<file path="src/rtl/msg_byte_tx.sv">
// Message-to-byte serializer: accepts a MSG_BITS word and emits it as a
// ready/valid byte stream in MSB- or LSB-first order, with last-byte marking.
module msg_byte_tx #(
  parameter int MSG_BITS  = 32,
  parameter bit MSB_FIRST = 1'b1
) (
  input  logic                clk_i,
  input  logic                rst_n_i,
  input  logic [MSG_BITS-1:0] msg_i,
  input  logic                msg_valid_i,
  output logic                msg_ready_o,
  output logic [7:0]          byte_o,
  output logic                byte_valid_o,
  input  logic                byte_ready_i,
  output logic                byte_last_o,
  output logic                busy_o
);

  localparam int NBYTES = MSG_BITS / 8;
  localparam int CNT_W  = (NBYTES > 1) ? $clog2(NBYTES) : 1;
  localparam logic [CNT_W-1:0] LAST_CNT = CNT_W'(NBYTES - 1);

  typedef enum logic {
    S_IDLE = 1'b0,
    S_SEND = 1'b1
  } state_t;

  state_t              r_state;
  state_t              w_state_nxt;
  logic [MSG_BITS-1:0] r_shift;
  logic [MSG_BITS-1:0] w_shift_nxt;
  logic [CNT_W-1:0]    r_cnt;
  logic [CNT_W-1:0]    w_cnt_nxt;
  logic                r_rst_done;
  logic                w_ready;
  logic                w_valid;
  logic                w_last;
  logic                w_busy;
  logic [7:0]          w_head;
  logic [MSG_BITS-1:0] w_shifted;

  // The outgoing byte always sits at the head end of the shift register.
  always_comb begin
    if (MSB_FIRST) begin
      w_head    = r_shift[MSG_BITS-1 -: 8];
      w_shifted = r_shift << 8;
    end else begin
      w_head    = r_shift[7:0];
      w_shifted = r_shift >> 8;
    end
  end

  always_comb begin
    w_state_nxt = r_state;
    w_shift_nxt = r_shift;
    w_cnt_nxt   = r_cnt;
    w_ready     = 1'b0;
    w_valid     = 1'b0;
    w_last      = 1'b0;
    w_busy      = 1'b0;
    case (r_state)
      S_IDLE: begin
        // Held low until the first clock after reset release.
        w_ready = r_rst_done;
        if (msg_valid_i && w_ready) begin
          w_state_nxt = S_SEND;
          w_shift_nxt = msg_i;
          w_cnt_nxt   = '0;
        end
      end
      S_SEND: begin
        w_valid = 1'b1;
        w_busy  = 1'b1;
        w_last  = (r_cnt == LAST_CNT);
        w_ready = w_last & byte_ready_i;
        if (byte_ready_i) begin
          if (w_last) begin
            w_cnt_nxt = '0;
            if (msg_valid_i) begin
              w_shift_nxt = msg_i;
            end else begin
              w_state_nxt = S_IDLE;
              w_shift_nxt = '0;
            end
          end else begin
            w_shift_nxt = w_shifted;
            w_cnt_nxt   = r_cnt + CNT_W'(1);
          end
        end
      end
      default: begin
        w_state_nxt = S_IDLE;
      end
    endcase
  end

  always_ff @(posedge clk_i or negedge rst_n_i) begin
    if (!rst_n_i) begin
      r_state    <= S_IDLE;
      r_shift    <= '0;
      r_cnt      <= '0;
      r_rst_done <= 1'b0;
    end else begin
      r_state    <= w_state_nxt;
      r_shift    <= w_shift_nxt;
      r_cnt      <= w_cnt_nxt;
      r_rst_done <= 1'b1;
    end
  end

  assign msg_ready_o  = w_ready;
  assign byte_valid_o = w_valid;
  assign byte_last_o  = w_last;
  assign busy_o       = w_busy;
  assign byte_o       = w_valid ? w_head : 8'h00;

endmodule

</file>
<file path="config.mk">
export PLATFORM = sky130hd
export DESIGN_NAME = msg_byte_tx
export DESIGN_NICKNAME = d
export VERILOG_FILES = /design/src/rtl/msg_byte_tx.sv
export SDC_FILE = /design/constraint.sdc
export NUM_CORES = 1
export LEC_CHECK = 0
export CAP_MARGIN = 15
export CORE_ASPECT_RATIO = 1.5
export CORE_MARGIN = 1.5
export CORE_UTILIZATION = 40
export DETAILED_ROUTE_END_ITERATION = 8
export GPL_TIMING_DRIVEN = 0
export PLACE_DENSITY = 0.67
export SETUP_SLACK_MARGIN = 0.05
export SYNTH_ARGS = -nofsm -noshare
export SYNTH_HDL_FRONTEND = slang
export SYNTH_SLANG_ARGS = --single-unit
export TNS_END_PERCENT = 10
</file>
<file path="constraint.sdc">
create_clock -name clk_i -period 5.5 [get_ports clk_i]
set_clock_uncertainty 0.2 [all_clocks]
set_input_delay 1.375 -clock clk_i [delete_from_list [all_inputs] [get_ports clk_i]]
set_output_delay 1.375 -clock clk_i [all_outputs]
set_load 0.005 [all_outputs]
</file>
Word-level counts from Yosys, hierarchy flattened
Index checks and enable logic that the tools add are counted.
Widths: inputs -> output; s select.

operators by class
  add/subtract/negate cells = 1
  multipliers = 0
  div/mod/pow operators = 0
  magnitude comparators = 0
  equal/unequal tests = 3
  shifts and indexed selects = 0
  muxes and demuxes = 18
  bitwise operators = 2
  reductions and logical operators = 2

operators by type and width
  kind                 number
  $mux 32              4
  $pmux 32 s2          1
  $mux 8               1
  $mux 1               6
  $mux 2               3
  $ne 2x2->1 const B   2
  $pmux 1 s2           2
  $pmux 2 s2           1
  $add 2x1->2 const B  1
  $eq 2x2->1 const B   1
  $reduce_and 2->1     1
  $and 1x1->1          1
  $logic_and 1x1->1    1
  $not 1->1            1

word-level totals
  bits in registers = 36
  latch bits = 0
  RAM bits = 0
  ROM bits = 0
  input port bits = 36
  word-level logic and storage cells = 30
  memories kept = 0

Logic depth before layout (Yosys ltp)
Gate-level depths: netlist (run 1).

  word-level depth = 4
  depth in mapped cells = 6
  depth with buffers taken out = 4

Worst setup path before layout (run 1)
OpenSTA, ideal clock, no wires.

  path type = input to output
  start point = in byte_ready_i
  end point = out msg_ready_o
  arrival time = 1.518 ns
  required time = 3.925 ns
  setup slack = 2.407 ns
  cell stages on the path = 1
  path through = a21o_1

on the way
  longest elaborated chain between the ends = 2

ends and longest elaborated chain
  what                RTL line  text
  start: declaration  14        input logic byte_ready_i,
  $and 1x1->1         75        w_ready = w_last & byte_ready_i;
  $pmux 1 s2          61        case (r_state)
  end: declaration    11        output logic msg_ready_o,

Every way passes these cells.

Worst setup path after layout (run 1)
Ends and elaborated chain as after synthesis.

==> results by group, run 1 <==
Timing
  – Final Setup Violations: 0
  – Fmax: 243 MHz
  – Worst Max-Slew Pin Slew: 0.802 ns
  – Period utilisation layout: 0.750
  – Setup TNS: 0 ns
  – Setup ws final: 1.38 ns
  – Final hold slack: 0.311 ns
  – Unrepaired setup endpoints after global routing: no
  – Hold Fails Final Rpt: 0
  – Max-slew violation count: 0
  – Tmin final: 4.12 ns
  – Relative slew slack: 0.465

Logic synthesis
  – Synth unique cells: 26
  – Top FF cell, synth: dfrtp_1
  – Post-Syn Nets: 185
  – Most common cell in the netlist: dfrtp_1
  – Xor/xnor share of the synthesized area: 0
  – Post-Syn Area: 1890 um2
  – Post-synth EDFFs: 0
  – Yosys top cell area share: 0.476
  – Ys async rst share: 1.00
  – Cells after synthesis: 147
  – Seq/Total Area, Yosys: 0.476
  – Synth Warn #: 0
  – Combinational family with the most area after synthesis: multiplexers
  – Synth Area in Adders: 0.0132
  – Synth top cells by count: dfrtp_1 (36), a22o_1 (21), mux2_4 (20), nand2_1 (10)
  – Post-synth top area cell: dfrtp_1
  – Ranking of synthesized cells by area: dfrtp_1 (48%), mux2_4 (16%), a22o_1 (9.7%)
  – Mux cell area share after synthesis: 0.230
  – Simple logic cell fraction of the synthesized area: 0.0648
  – Complex-gate fraction of the synthesized area: 0.141
  – Mapped Avg Cell Area: 12.9 um2
  – Synthesized flop and latch total: 36

Finish
  – Non-Filler Instances: 266
  – Filler cells: 415
  – Register Area: 901 um2
  – Multi-input logic area: 855 um2
  – # nets final: 239
  – Final Util: 0.561
  – Layout cells sized above 1: 0.252
  – Layout area overhead: 34.7%
  – Fin area: 2550 um2
  – Number of inserted diodes: 0

Detailed routing
  – Wirelength, routed: 3850 um
  – Vias per inst: 4.87
  – Initial DRC Count: 26
  – Detailed Routing Iterations Pass 1: 4
  – Vias: 1296
  – Routed WL per cell: 14.5 um
  – Antenna viol nets, final: 0
  – DR DRC count: 0

Worst hold path
  – HP Class: register to register
  – Hold path cells: 1

Global routing
  – Global-route wire length before repair: 6510 um
  – Initial antenna violation count: 0
  – Gr usage total: 0.167
  – Largest net degree at the start of global routing: 37
  – Number of global-route vias before repair: 1372
  – Remaining Overflow, GRT: 0

Floorplanning
  – Die width: 59.2 um
  – Ports: 48
  – Die Span Y: 87.3 um
  – Die ar.: 5160 um2
  – Core area: 4540 um2
  – Initial Utilization: 0.417
  – Cell Rows: 30

CTS
  – Clock Path Buffers: 2
  – Post-CTS repair timing setup buffer count: 0
  – CTS sink cnt: 36
  – Hold buffer count at CTS: 0
  – CTS root buffer: clkbuf_8
  – Post-cts sizing count: 0
  – CTS tree: done
  – Clock Latency Late Sink: 0.29 ns
  – Total CTS buffers: 5
  – H-tree Lvls: 2
  – Clock-pin slew on the worst setup and hold paths: 0.07 ns

Worst setup path
  – CP max FO: 5
  – Worst path slowest cell: clkdlybuf4s50_1
  – Internal reg-to-reg setup slack: 3.68 ns
  – WS Path Type: input port to primary output
  – Worst Path Arrival: 2.55 ns
  – Max incr delay on CP: 0.55 ns
  – Most used cell along the critical path: clkdlybuf4s50_1
  – CP endpoint kind: primary output
  – Crit-path cells: clkdlybuf4s50_1 > a21o_1 > clkdlybuf4s50_1
  – CP Data Required Time: 3.92 ns
  – R2r worst-path depth: 5
  – CP Launch Type: input port

Run
  – Maximum Capacitance Violations: 0

Placed design
  – Area after DPL: 2440 um2
  – Placed cells: 258
  – Placer Congestion: 0.778
  – Port-buffer cells: 47
  – DP Wirelength: 2920 um
  – Dpl ws: 1.38 ns

Power and ir drop
  – Worst vdd ir: 0.000219 V
  – Power Density: 539 nW/um2
  – Total Power: 1.37 mW
  – Lkg Pwr: 1.19 nW

Run status
  – Status: completed
state kept, by name, summed over array words and instances (netlist names):
register,cells
r_cnt,2
r_rst_done,1
r_shift,32
r_state,1
report_power, final:
part	switching, mW	internal, mW	total (mW)	leakage, nW
clock	0.0959	0.134	0.230	0.0541
sequential	0.0749	0.386	0.460	0.454
combinational	0.252	0.432	0.684	0.681
total	0.423	0.952	1.37	1.19
layout by cell type (no fill, tap or decap), types with 2 or more instances in the layout:
cell             instances
nand2_1                 10
mux2_2                   4
clkbuf_8                 5
mux2i_1                  9
a22o_1                  21
dfrtp_1                 36
a22o_2                   4
mux2_4                  20
inv_1                    9
ha_1                     2
nor2_1                   2
clkdlybuf4s50_1         46
buf_2                    3
buf_6                    7
and2_1                   8
cell families after synthesis:
family                   count (synthesis)
buffers and inverters                   21
multiplexers                            33
AO/OA/AOI/OAI                           30
flip-flops                              36
other                                    1
adder cells (fa/ha/maj)                  2
AND/OR/NAND/NOR                         24
path summary, 6_finish.rpt:
kind / from / to
min in group asynchronous: rst_n_i / r_shift[26]
worst min register to register: r_shift[26] / r_shift[26]
worst min-delay path: r_shift[26] / r_shift[26]
worst max-delay path: byte_ready_i / msg_ready_o
worst max register to register: r_cnt[0] / r_shift[23]
max in group asynchronous: rst_n_i / r_shift[12]
worst max-delay path, delay by kind of cell:
kind / cells / cell delay (ns)
buffers and inverters: 2 / 1.04
AO/OA/AOI/OAI: 1 / 0.13
area by class of cell:
type | instances | area share
clock buffers | 5 | 0.0270
well taps | 64 | 0.0314
flip-flops and latches | 36 | 0.353
inverters | 9 | 0.0132
plain buffers | 12 | 0.0407
multi-input cells | 90 | 0.335
clock inverters | 3 | 0.0167
repair buffers | 47 | 0.183
routing by layer:
layer	global-route usage	wire length, um	share of wire	vias up
met2	0.285	2000	0.52	37
met3	0.0475	179	0.046	5
li1	-	-	-	616
met4	0.0496	53	0.014	0
met1	0.200	1620	0.42	638
met5	0	0	0	-
Note: power is estimated with default switching activity, not from simulation.
==> run 2, diff against run 1 <==
==> constraint.sdc (replaced) <==
create_clock -name clk_i -period 4.2 [get_ports clk_i]
set_clock_uncertainty 0.2 [all_clocks]
set_input_delay 1.05 -clock clk_i [delete_from_list [all_inputs] [get_ports clk_i]]
set_output_delay 1.05 -clock clk_i [all_outputs]
set_load 0.005 [all_outputs]
==> results of run 2 <==
The final DEF is identical to that of run 1. Status: completed.
Main changes from that run: setup slack after placement 1.38 ns -> 0.727 ns; setup slack after layout 1.38 ns -> 0.727 ns; register-to-register setup slack 3.68 ns -> 2.38 ns; total power 1.37 mW -> 1.80 mW; worst IR drop on VDD 0.000219 V -> 0.000286 V
==> run 3, diff against run 2 <==
==> constraint.sdc (replaced) <==
create_clock -name clk_i -period 3.5 [get_ports clk_i]
set_clock_uncertainty 0.2 [all_clocks]
set_input_delay 0.875 -clock clk_i [delete_from_list [all_inputs] [get_ports clk_i]]
set_output_delay 0.875 -clock clk_i [all_outputs]
set_load 0.005 [all_outputs]
==> results of run 3 <==
The final DEF is identical to that of run 1. Status: completed.
Main changes from that run: setup slack after placement 1.38 ns -> 0.377 ns; setup slack after layout 1.38 ns -> 0.377 ns; register-to-register setup slack 3.68 ns -> 1.68 ns; total power 1.37 mW -> 2.16 mW; worst IR drop on VDD 0.000219 V -> 0.000343 V
